$ cat config.mk
export PLATFORM = sky130hd
export DESIGN_NAME = uart_tx_ctrl
export DESIGN_NICKNAME = d
export VERILOG_FILES = /design/src/rtl/uart_tx_ctrl.sv
export SDC_FILE = /design/constraint.sdc
export NUM_CORES = 1
export LEC_CHECK = 0
export BUFFER_PORTS_ARGS = -buffer_cell sky130_fd_sc_hd__buf_4
export CORE_MARGIN = 5
export CORE_UTILIZATION = 49
export CTS_CLUSTER_SIZE = 24
export DETAILED_ROUTE_END_ITERATION = 8
export PLACE_DENSITY = 0.8
export SETUP_SLACK_MARGIN = 0.3
export SLEW_MARGIN = 20
export SYNTH_ARGS = -nofsm -noshare
export SYNTH_HDL_FRONTEND = slang
export SYNTH_SLANG_ARGS = --single-unit
$ cat constraint.sdc
create_clock -name clk -period 4.2 [get_ports clk]
set_input_delay 0 -clock clk [delete_from_list [all_inputs] [get_ports clk]]
set_output_delay 0 -clock clk [all_outputs]
set_load 0.02 [all_outputs]
$ cat src/rtl/uart_tx_ctrl.sv
// uart_tx_ctrl: 8N1/8N2 UART byte transmitter.
// It controls an external flexcounter and uses the counter's strobe as the bit-period tick.
module uart_tx_ctrl #(
  parameter int unsigned COUNTSIZE  = 1024,
  parameter int unsigned COUNTWIDTH = $clog2(COUNTSIZE),
  parameter int unsigned BAUD_DIV   = 868,
  parameter int unsigned STOP_BITS  = 1
) (
  input  logic                  clk,
  input  logic                  nRST,
  input  logic                  tx_valid,
  input  logic [7:0]            tx_data,
  output logic                  tx_ready,
  output logic                  busy,
  output logic                  serial_out,
  output logic                  ctr_nRST,
  output logic                  ctr_enable,
  output logic [COUNTWIDTH-1:0] ctr_max,
  input  logic                  ctr_strobe,
  input  logic [COUNTWIDTH-1:0] ctr_count
);

  typedef enum logic [1:0] {
    IDLE  = 2'd0,
    START = 2'd1,
    DATA  = 2'd2,
    STOP  = 2'd3
  } state_e;

  state_e      state_q, state_d;
  logic [7:0]  shift_q, shift_d;
  logic [2:0]  bit_idx_q, bit_idx_d;
  logic [0:0]  stop_idx_q, stop_idx_d;
  logic        serial_q, serial_d;
  logic        ctr_on_q, ctr_on_d;

  // The counter value is only useful for debug probing.
  logic unused_ctr_count;
  assign unused_ctr_count = ^ctr_count;

  // State, shift register and registered line/counter controls.
  always_ff @(posedge clk or negedge nRST) begin
    if (!nRST) begin
      state_q    <= IDLE;
      shift_q    <= 8'h00;
      bit_idx_q  <= 3'd0;
      stop_idx_q <= 1'b0;
      serial_q   <= 1'b1;
      ctr_on_q   <= 1'b0;
    end else begin
      state_q    <= state_d;
      shift_q    <= shift_d;
      bit_idx_q  <= bit_idx_d;
      stop_idx_q <= stop_idx_d;
      serial_q   <= serial_d;
      ctr_on_q   <= ctr_on_d;
    end
  end

  // Next-state logic. The registered outputs are derived from the next state,
  // so they change in the same cycle as the state they belong to.
  always_comb begin
    state_d    = state_q;
    shift_d    = shift_q;
    bit_idx_d  = bit_idx_q;
    stop_idx_d = stop_idx_q;
    serial_d   = 1'b1;
    ctr_on_d   = 1'b0;

    case (state_q)
      IDLE: begin
        if (tx_valid) begin
          shift_d    = tx_data;
          bit_idx_d  = 3'd0;
          stop_idx_d = 1'b0;
          state_d    = START;
        end
      end
      START: begin
        if (ctr_strobe) state_d = DATA;
      end
      DATA: begin
        if (ctr_strobe) begin
          shift_d   = {1'b0, shift_q[7:1]};
          bit_idx_d = bit_idx_q + 3'd1;
          if (bit_idx_q == 3'd7) state_d = STOP;
        end
      end
      STOP: begin
        if (ctr_strobe) begin
          if (stop_idx_q == 1'(STOP_BITS - 1)) state_d = IDLE;
          else stop_idx_d = stop_idx_q + 1'b1;
        end
      end
      default: state_d = IDLE;
    endcase

    case (state_d)
      START:   serial_d = 1'b0;
      DATA:    serial_d = shift_d[0];
      default: serial_d = 1'b1;
    endcase
    ctr_on_d = (state_d != IDLE);
  end

  assign tx_ready   = (state_q == IDLE);
  assign busy       = (state_q != IDLE);
  assign serial_out = serial_q;
  assign ctr_nRST   = ctr_on_q;
  assign ctr_enable = ctr_on_q;
  assign ctr_max    = COUNTWIDTH'(BAUD_DIV - 1);

endmodule

; ---- After elaboration in Yosys (flattened, before gate mapping)
; Cells that the tools add are included.
[totals]
reg_bits = 16
latch_bits = 0
mem_bits_rw = 0
rom_bits = 0
input_bits = 22
output_inout_bits = 15
wordCells = 43
mem_count = 0
[classes]
addsub = 2
mul = 0
n_div = 0
magnitude_cmp = 0
n_eq_ne = 9
shifts = 0
n_mux = 18
bitwise_logic = 0
reduce_logical = 7
[op_table]
columns = cell, n
row1 = $mux W8, 2
row2 = $pmux W8 S2, 1
row3 = $mux W2, 6
row4 = $pmux W2 S4, 1
row5 = $reduce_bool A2 Y1, 4
row6 = $eq A2 B2 Y1 const B, 3
row7 = $mux W3, 2
row8 = $ne A2 B2 Y1 const B, 3
row9 = $pmux W3 S2, 1
row10 = $reduce_and A3 Y1, 2
row11 = $eq A2 B1 Y1 const B, 2
row12 = $pmux W1 S2, 2
row13 = $add A3 B1 Y3 const B, 1
row14 = $eq A3 B3 Y1 const B, 1
row15 = $mux W1, 3
row16 = $logic_not A2 Y1, 1
row17 = $add A1 B1 Y1 const B, 1

; ---- Depth between registers and ports, before layout
; Gate-level depths: netlist of the first run.
[depth]
word_depth = 6
depth_mapped = 5
depth_no_buf = 5

; ---- Worst setup path before layout of the first run
; OpenSTA, ideal clock, no wires.
[synth_timing]
path_type = register to register
from = reg bit_idx_q[0]
to = reg ctr_on_q, in the netlist ctr_enable
setup_ps = 126
t_arrival_ps = 1357
required_time_ps = 4074
path_slack_ps = 2718
path_stages_with_launch = 6
path_buffers = 0
period_less_slack_ps = 1482
cell_sequence = dfrtp_1 -> ha_1 -> ha_1 -> and3_2 -> o31a_1 -> nand2b_1
[synth_between]
elab_chain_cells = 5
[synth_lines]
columns = element, line
row1 = start: declaration, 32  ; logic [2:0] bit_idx_q, bit_idx_d;
row2 = start signal: assignment, 53  ; bit_idx_q <= bit_idx_d;
row3 = $eq A3 B3 Y1, 86  ; if (bit_idx_q == 3'd7) state_d = STOP;
row4 = $mux W2, 86
row5 = $mux W2, 83  ; if (ctr_strobe) begin
row6 = $pmux W2 S4, 70  ; case (state_q)
row7 = via state_d[0], 30  ; state_e state_q, state_d;
row8 = $reduce_bool A2 Y1, 103  ; ctr_on_d = (state_d != IDLE);
row9 = via ctr_on_d, 35  ; logic ctr_on_q, ctr_on_d;
row10 = end signal: assignment, 56  ; ctr_on_q <= ctr_on_d;
row11 = end: declaration, 35
; The timed path passes the listed nets, and every way through them passes these cells.
; A chain may end at the register's enable or synchronous reset.

; ---- Worst setup path in the final report of the first run
; Same ends and word-level chain as after synthesis.

==> flow_metrics.py, run 1 <==
metrics = {
    "drt": {
        "antenna_left": 0,
        "top_layer": "met4",
        "wirelength_um": 1474,
        "drt_iter0_drc": 3,
        "viasPerCell": 5.358,
        "met1_length_um": 660,
        "firstDrtPassIters": 2,
        "wl_met2_um": 736,
        "wl_per_cell_um": 13.52,
        "wl_met3_um": 66,
        "vias": 584,
        "drc": 0,
    },
    "clocking": {
        "htreeDepth": 1,
        "cts_tree": "yes",
        "clk_pin_slew_ps": 90,
        "cts.sinks": 15,
        "root_buffer": "clkbuf_4",
        "clk_latency_ps": 280,
        "numCtsBuffers": 3,
        "cts_max_path_buffers": 2,
    },
    "synthesis": {
        "syn-instance-count": 75,
        "yosysSeqAreaShare": 0.4381,
        "synth.top_cells.by_count": "dfrtp_1, buf_4, a22o_1, a21o_1",
        "syn_avg_cell_area_um2": 11.46,
        "synth_compound_area_frac": 0.2285,
        "synth_edf_count": 0,
        "synth_top_area_share": 0.4076,
        "muxShareOfSynthArea": 0.01747,
        "synth_most_common_cell": "dfrtp_1",
        "synth_cell_types": 29,
        "synth_xor_area_frac": 0.01019,
        "synth_simple_gate_area_share": 0.1237,
        "async_flop_share": 1.000,
        "synth_seq_cells": 15,
        "yosys.area_share.adder": 0.02911,
        "syn-cell-area_um2": 859.6,
        "synth_ff_type": "dfrtp_1",
        "synth_top_family_by_area": "compound AO/OA/AOI/OAI gates",
        "ys_warn_count": 0,
        "yosysTopAreaCell": "dfrtp_1",
        "yosys-top-cells-area": "dfrtp_1, buf_4, a22o_1",
    },
    "placed_design": {
        "dp_hpwl_um": 1121,
        "post-place-ws_ps": 2622,
        "gp_congestion": 0.8126,
        "io_buffers": 16,
    },
    "finish": {
        "finalNetCount": 117,
        "area_growth_pct": 13.39,
        "fillers": 147,
        "antenna_cells": 0,
        "drive_above_1_share": 0.3370,
        "final_util": 0.5770,
    },
    "job": {
        "maxCapViolCount": 0,
    },
    "power": {
        "ir_drop_mv": 0.4746,
        "leakage_nw": 0.5231,
        "finalPower_mw": 0.6636,
        "powerDensity_nw_per_um2": 680.8,
    },
    "sta": {
        "setup_tns_ps": 0,
        "fin_crit_sh": 0.3821,
        "min_period_ps": 1605,
        "setup_viol": 0,
        "fin_skew_ps": 5.805,
        "postLayoutSetupSlackWorst_ps": 2595,
        "hold_viol_final": 0,
        "slew_violations": 0,
        "max_freq_mhz": 623.1,
        "grt_setup_unrepaired": "no",
    },
    "min_path": {
        "hp-class": "in -> reg",
    },
    "floorplanning": {
        "start_util": 0.5089,
        "io_pins": 37,
        "die_area_um2": 2692,
        "die_x_um": 51.89,
        "core_um2": 1689,
        "rows": 15,
        "fp.dieH_um": 51.89,
    },
    "global_route": {
        "grt_max_degree": 16,
        "antenna_found_initial": 0,
        "grt_remaining_overflow": 0,
        "grt_pass1_wl_um": 2497,
        "grt_pass1_vias": 562,
        "grtUsageTotal": 0.1227,
    },
    "worst_setup_path": {
        "crit_arrival_ps": 1770,
        "crit_path_end_kind": "flop",
        "cp_max_fo": 3,
        "cp-start-kind": "flop",
        "path_class": "reg -> reg",
        "crit_required_ps": 4370,
    },
    "outcome": {
        "outcome": "complete, no violations",
    },
}
[power by group]
group	switching, mW	internal [mW]	leakage, nW	total [mW]
Clock	0.0468	0.0368	0.0150	0.0836
Sequential	0.0646	0.216	0.184	0.280
Combinational	0.141	0.159	0.324	0.300
Total	0.252	0.411	0.523	0.664
[flip-flops by register name, summed over array words and instances, names as in the netlist]
signal / cells
shift_q: 8
bit_idx_q: 3
state_q: 2
ctr_enable: 1
serial_out: 1
[layout by cell type (no fill, tap or decap), drive strengths merged]
cell type / synthesis / layout
buf: 14 / 16
dfrtp: 14 / 14
a22o: 11 / 11
conb: 2 / 10
a21o: 6 / 6
clkbuf: 0 / 4
inv: 3 / 3
dlygate4sd3: 0 / 3
nor2: 3 / 3
nand2: 2 / 2
a32oi: 2 / 2
ha: 2 / 2
xor2: 1 / 1
and3: 1 / 1
and2b: 1 / 1
o31a: 1 / 1
and2: 1 / 1
and4b: 1 / 1
a311oi: 1 / 1
a21bo: 1 / 1
o22ai: 1 / 1
nand2b: 1 / 1
and3b: 1 / 1
nor3b: 1 / 1
mux2: 1 / 1
nor2b: 1 / 1
or2: 1 / 1
dfstp: 1 / 1
[metrics by stage]
stage	instances	hold slack (ps)	instance area (µm²)
after floorplan	83	-295.6	889.6
after global placement	102	-137.2	918.4
after detailed placement	102	-135.9	918.4
after CTS	109	7.344	974.7
after global routing	109	14.59	974.7
final	109	15.50	974.7
[worst max-delay path, cell delays in order, from the launching register on]
cell and delay [ps]:
dfrtp_1 420, ha_1 210, ha_1 200, and3_2 210, o31a_1 290, nand2b_1 150
[logic make-up after synthesis]
logic type,Yosys count
mux,1
xor+xnor,1
other cells,2
compound gates,23
flops,15
simple gates,14
fa+ha+maj,2
buf+inv,17
[path summary, 6_finish.rpt]
check	start	to	slack [ps]	depth (start not counted)
worst min-delay path	tx_data[5]	shift_q[5]	20	3
max in group asynchronous	nRST	serial_out	3860	2
worst max register to register	bit_idx_q[0]	ctr_enable	2600	5
worst min register to register	shift_q[6]	shift_q[6]	480	1
min in group asynchronous	nRST	shift_q[0]	90	2
worst max-delay path	bit_idx_q[0]	ctr_enable	2600	5
[per-layer routing]
layer,GRT usage,vias up
met5,0,-
met4,0.03930,0
met3,0.01719,2
met2,0.2029,12
met1,0.1642,285
li1,-,285
[repair_timing]
action,4_1_cts,5_1_grt
gates resized for setup,0,0
setup buffers,0,0
hold endpoints to repair,17,0
hold buffers,3,0
endpoints found under the setup margin,0,0
[cell type report]
cell class              count  area [µm²]  area share
clock buffers               4       26.28     0.02696
inverters                   3       11.26     0.01155
repair buffers             19       150.1      0.1540
well taps                  17       21.27     0.02182
multi-input cells          51       389.1      0.3992
flip-flops and latches     15       376.6      0.3864
Power figures use the tool's default switching activity.
==> run 2, diff against run 1 <==
--- a/config.mk
+++ b/config.mk
@@ -7,10 +7,10 @@
 export LEC_CHECK = 0
 export BUFFER_PORTS_ARGS = -buffer_cell sky130_fd_sc_hd__buf_4
 export CORE_MARGIN = 5
-export CORE_UTILIZATION = 49
+export CORE_UTILIZATION = 41
 export CTS_CLUSTER_SIZE = 24
 export DETAILED_ROUTE_END_ITERATION = 8
-export PLACE_DENSITY = 0.8
+export PLACE_DENSITY = 0.71
 export SETUP_SLACK_MARGIN = 0.3
 export SLEW_MARGIN = 20
 export SYNTH_ARGS = -nofsm -noshare
==> constraint.sdc (replaced) <==
create_clock -name clk -period 1.4 [get_ports clk]
set_input_delay 0 -clock clk [delete_from_list [all_inputs] [get_ports clk]]
set_output_delay 0 -clock clk [all_outputs]
set_load 0.02 [all_outputs]
==> run 2 against run 1 <==
Compared with the run above: the run now ends with negative setup slack left; final area is 29% higher; final cell count rose by 27%; hold slack better by 31 ps; maximum frequency is 9.2% higher; routed wire length up 32%; sequential cell count unchanged; non-clock buffer count grew 19; first-iteration DRC count rose to 2.7 times the previous value; critical path depth is the same; clock skew down 5.0 ps; worst setup slack got worse by 2700 ps; critical endpoint is now serial_out; highest routed layer unchanged.
==> flow_metrics.py, run 2 (synthesis results as in run 1) <==
metrics = {
    "worst_setup_path": {
        "worst_path_most_repeated_cell": "ha_4",
        "path_class": "reg -> reg",
        "crit_path_end_kind": "flop",
        "cp_slowest_cell": "dfrtp_1",
        "slowest_delay_ps": 420,
        "crit_chain": "ha_4 > ha_4 > and3_4 > o31a_1 > a32oi_1",
        "crit_family": "compound AO/OA/AOI/OAI gates",
        "crit_required_ps": 1620,
        "crit_arrival_ps": 1690,
        "reg2reg_depth": 5,
        "path_buf_inv": 0,
        "cp-start-kind": "flop",
        "worstSetupStartpoint": "bit_idx_q[1]",
        "cp_max_fo": 3,
        "path_depth": 5,
        "r2r_start": "bit_idx_q[1]",
    },
    "sta": {
        "setup_tns_ps": -136.0,
        "postLayoutSetupSlackWorst_ps": -69.09,
        "max_freq_mhz": 680.7,
        "fin_crit_sh": 1.049,
        "hold_viol_final": 0,
        "setup_viol": 3,
        "fin_hold_ws_ps": 46.66,
        "min_period_ps": 1469,
        "slew_violations": 0,
        "grt_setup_unrepaired": "yes",
        "fin_skew_ps": 0.8301,
    },
    "global_route": {
        "grt_pass1_vias": 683,
        "grt_pass1_wl_um": 3249,
        "antenna_found_initial": 0,
        "grt_max_degree": 16,
        "grt_remaining_overflow": 0,
        "grtUsageTotal": 0.1412,
    },
    "finish": {
        "regMostFlops": "shift_q",
        "final_cells": 138,
        "antenna_cells": 0,
        "area_growth_pct": 46.73,
        "seq_area_um2": 377.9,
        "finalNetCount": 136,
        "largest_reg_flops": 8,
        "drive_above_1_share": 0.4865,
        "final_cell_mix": "buf_4, dfrtp_1, conb_1, dlygate4sd3_1, a22o_1",
        "final_util": 0.6364,
        "reg_top3": "shift_q x8, bit_idx_q x3, state_q x2",
        "multiInputGateArea_um2": 469.2,
        "final_common_cell": "buf_4",
        "fillers": 159,
    },
    "clocking": {
        "cts_max_path_buffers": 2,
        "htreeDepth": 1,
        "numCtsBuffers": 3,
        "clk_pin_slew_ps": 100,
        "clk_latency_ps": 300,
        "cts_tree": "yes",
        "root_buffer": "clkbuf_4",
        "cts.sinks": 15,
    },
    "floorplanning": {
        "io_pins": 37,
        "core_um2": 1982,
        "start_util": 0.4337,
        "fp.dieH_um": 55.79,
        "die_x_um": 55.79,
        "rows": 16,
        "die_area_um2": 3112,
    },
    "outcome": {
        "outcome": "complete, but fails checks",
        "violations": "negative setup slack",
    },
    "power": {
        "pwr-share-comb": 0.586,
        "sequentialPowerShare": 0.311,
        "leakage_nw": 0.6308,
        "p_sw_mw": 0.9902,
        "clkPwrFrac": 0.102,
        "p_int_mw": 1.614,
        "swShare": 0.3802,
        "ir_drop_mv": 1.216,
        "powerDensity_nw_per_um2": 2065,
    },
    "drt": {
        "drt_iter0_drc": 8,
        "firstDrtPassIters": 4,
        "viasPerCell": 4.949,
        "drc": 0,
        "wirelength_um": 1949,
        "antenna_left": 0,
        "vias": 683,
        "wl_per_cell_um": 14.12,
    },
    "placed_design": {
        "io_buffers": 16,
        "gp_congestion": 0.7092,
        "dp_hpwl_um": 1169,
        "post-place-ws_ps": -43.31,
        "placed_cells": 119,
    },
    "min_path": {
        "hp-class": "in -> reg",
        "worstHoldStart": "tx_valid",
        "hold_depth": 3,
    },
    "job": {
        "maxCapViolCount": 0,
    },
}
-- run 2: power groups by stage --
stage | Clock, mW | Combinational (mW) | Sequential (mW)
CTS | 0.279 | 1.43 | 0.794
detailed placement | 0 | 1.17 | 0.797
finish | 0.267 | 1.53 | 0.811
global route | 0.297 | 1.65 | 0.843
floorplan | 0 | 0.856 | 0.795
global placement | 0 | 1.14 | 0.788
-- run 2: stage by stage --
stage                     instance area (µm²)  total power, mW
final                                    1261            2.604
after global placement                   1020            1.925
after detailed placement                 1020            1.966
after global routing                     1261            2.792
after floorplan                         925.9            1.651
after CTS                                1222            2.503
-- run 2: path summary, 6_finish.rpt --
path	slack [ps]	to
setup reg to reg	-70	serial_out
hold / removal	50	shift_q[0]
max in group asynchronous	1080	serial_out
min in group asynchronous	80	bit_idx_q[2]
hold reg to reg	480	shift_q[1]
setup / recovery	-70	serial_out
-- run 2: cell type report --
| cell class | instances | area share |
|---|---|---|
| Clock buffer | 3 | 0.01786 |
| Multi-Input combinational cell | 51 | 0.3720 |
| Sequential cell | 15 | 0.2996 |
| Timing Repair Buffer | 38 | 0.2708 |
| Inverter | 3 | 0.008929 |
| Tap cell | 27 | 0.02679 |
| Clock inverter | 1 | 0.003968 |
-- run 2: metal layers --
| layer | global-route usage | up-vias | wire, µm |
|---|---|---|---|
| li1 | - | 320 | - |
| met1 | 0.1384 | 342 | 751 |
| met2 | 0.2500 | 17 | 1031 |
| met3 | 0.05336 | 4 | 114 |
| met4 | 0.08333 | 0 | 52 |
| met5 | 0 | - | 0 |
-- run 2: repair_timing --
action	in CTS	in global routing
buffers inserted	3	3
resized for setup	15	3
endpoints found under the hold margin	23	0
pin swaps	5	7
hold buffers	9	0
setup endpoints to repair	17	17
-- run 2: tightest hold or removal path, cell delays in order --
cell     delay, ps
buf_4          120
a32oi_1        120
nand2_1         80
==> run 3, diff against run 2 <==
--- a/config.mk
+++ b/config.mk
@@ -10,7 +10,7 @@
 export CORE_UTILIZATION = 41
 export CTS_CLUSTER_SIZE = 24
 export DETAILED_ROUTE_END_ITERATION = 8
-export PLACE_DENSITY = 0.71
+export PLACE_DENSITY = 0.74
 export SETUP_SLACK_MARGIN = 0.3
 export SLEW_MARGIN = 20
 export SYNTH_ARGS = -nofsm -noshare
==> run 3 against run 2 <==
Compared with the run above: the run still ends with negative setup slack left; worst setup slack got worse by 4.4 ps; clock power fell by 2%; die area did not move; maximum frequency fell by 0.30%; core utilization rose by 1.5 points; final area rose by 2.3%; clock skew rose by 2.8 ps; sequential share of layout area fell by 0.67 points; clock-buffer cell count did not move.
==> flow_metrics.py, run 3 (synthesis results as in run 1) <==
metrics = {
    "outcome": {
        "outcome": "complete, but fails checks",
        "violations": "negative setup slack",
    },
    "finish": {
        "fillers": 168,
        "multiInputGateArea_um2": 508.0,
        "antenna_cells": 0,
        "finalNetCount": 135,
        "reg_top3": "shift_q x8, bit_idx_q x3, state_q x2",
        "largest_reg_flops": 8,
        "regMostFlops": "shift_q",
        "final_common_cell": "buf_4",
        "seq_area_um2": 377.9,
        "drive_above_1_share": 0.5545,
        "final_cell_mix": "buf_4, dfrtp_1, conb_1, buf_6, a22o_1",
        "area_growth_pct": 50.07,
    },
    "power": {
        "pwr-share-comb": 0.609,
        "sequentialPowerShare": 0.296,
        "clkPwrFrac": 0.095,
        "p_sw_mw": 1.073,
        "p_int_mw": 1.703,
        "ir_drop_mv": 1.289,
        "swShare": 0.3865,
        "powerDensity_nw_per_um2": 2152,
        "finalPower_mw": 2.776,
        "leakage_nw": 0.6353,
    },
    "floorplanning": {
        "die_area_um2": 3112,
        "fp.dieH_um": 55.79,
        "start_util": 0.4337,
        "io_pins": 37,
        "rows": 16,
        "core_um2": 1982,
        "die_x_um": 55.79,
    },
    "placed_design": {
        "gp_congestion": 0.8239,
        "io_buffers": 16,
        "dp_hpwl_um": 1327,
    },
    "job": {
        "maxCapViolCount": 0,
    },
    "global_route": {
        "grtUsageTotal": 0.1245,
        "grt_max_degree": 16,
        "grt_pass1_vias": 680,
        "grt_remaining_overflow": 0,
        "grt_pass1_wl_um": 3049,
        "antenna_found_initial": 0,
    },
    "worst_setup_path": {
        "crit_arrival_ps": 1690,
        "crit_path_end_kind": "flop",
        "slowest_delay_ps": 420,
        "cp_slowest_cell": "dfrtp_1",
        "cp-start-kind": "flop",
        "worst_path_most_repeated_cell": "ha_4",
        "worstSetupStartpoint": "bit_idx_q[1]",
        "r2r_start": "bit_idx_q[1]",
        "crit_required_ps": 1610,
        "reg2reg_depth": 5,
        "crit_family": "compound AO/OA/AOI/OAI gates",
        "path_buf_inv": 0,
        "setup.worst_path.end": "serial_out",
        "reg2reg_slack_ps": -70,
        "path_class": "reg -> reg",
        "crit_chain": "ha_4 > ha_4 > and3_4 > o31a_1 > a32oi_2",
        "cp_max_fo": 3,
        "r2r-end": "serial_out",
        "path_depth": 5,
    },
    "clocking": {
        "cts.sinks": 15,
        "htreeDepth": 1,
        "cts_max_path_buffers": 2,
        "cts_tree": "yes",
        "clk_pin_slew_ps": 100,
        "clk_latency_ps": 290,
        "root_buffer": "clkbuf_4",
        "numCtsBuffers": 3,
    },
    "sta": {
        "hold_viol_final": 0,
        "min_period_ps": 1474,
        "fin_crit_sh": 1.053,
        "max_freq_mhz": 678.6,
        "grt_setup_unrepaired": "yes",
        "setup_viol": 3,
        "postLayoutSetupSlackWorst_ps": -73.52,
        "fin_skew_ps": 3.615,
        "setup_tns_ps": -164.5,
        "slew_violations": 0,
    },
    "drt": {
        "drt_iter0_drc": 9,
        "drc": 0,
        "vias": 679,
        "viasPerCell": 4.956,
        "wl_per_cell_um": 14.45,
        "antenna_left": 0,
        "wirelength_um": 1980,
        "firstDrtPassIters": 4,
    },
    "min_path": {
        "hp-class": "in -> reg",
    },
}
## run 3: cell types whose count changed in the layout (fill, tap and decap cells not counted), sizes merged
| cell | delta |
|---|---|
| buf | +1 |
| clkinv | -1 |
| clkinvlp | +1 |
| dlygate4sd3 | -2 |
## run 3: cell type report
type                       count  share of cell area
timing repair buffer          37              0.2551
multi-input combinational     51              0.3938
inverter                       3            0.008729
sequential                    15              0.2929
clock inverter                 1            0.005820
tap                           27             0.02619
clock buffer                   3             0.01746
## run 3: stage by stage
stage                     area [µm²]  cells  utilization  hold slack [ps]  setup slack (ps)
after floorplan                925.9     83            -           -295.6             32.19
after global placement          1027    120       0.5183           -136.7            -16.85
after detailed placement        1027    120       0.5183           -132.6            -53.22
after CTS                       1200    133       0.6054            7.429            -55.55
after global routing            1290    137       0.6509            7.915            -103.6
final                           1290    137       0.6509            3.845            -73.52
## run 3: power groups by stage
stage          logic (mW)  registers, mW  clock network (mW)
3_3_place_gp         1.16          0.795                   0
5_1_grt              1.81          0.851               0.290
3_5_place_dp         1.20          0.807                   0
2_1_floorplan       0.856          0.795                   0
6_report             1.69          0.822               0.262
4_1_cts              1.40          0.814               0.271
## run 3: how the worst min path moves through the flow
stage | from | end | slack, ps | cells after the start
after floorplan | nRST | bit_idx_q[0] | -300 | 0
after global placement | nRST | ctr_enable | -140 | 1
after detailed placement | nRST | ctr_enable | -130 | 1
after CTS | tx_data[1] | shift_q[1] | 7 | 3
after global routing | tx_data[4] | shift_q[4] | 8 | 3
final | tx_data[1] | shift_q[1] | 4 | 3
## run 3: tightest hold or removal path: stages
cell    delay (ps)
buf_4           80
a22o_1         110
a21o_1          70
## run 3: metal layers
metal / GRT usage / vias to the layer above / wire [µm]
met1: 0.1433 / 333 / 774
met3: 0.03712 / 4 / 114
met4: 0.03125 / 0 / 18
met2: 0.2230 / 25 / 1073
met5: 0 / - / 0
li1: - / 317 / -
## run 3: what timing repair did
item | 4_1_cts | 5_1_grt
hold buffers | 7 | 0
buffers inserted | 2 | 4
pin swaps | 3 | 5
resized for setup | 15 | 10
endpoints found under the hold margin | 21 | 0
endpoints found under the setup margin | 17 | 17
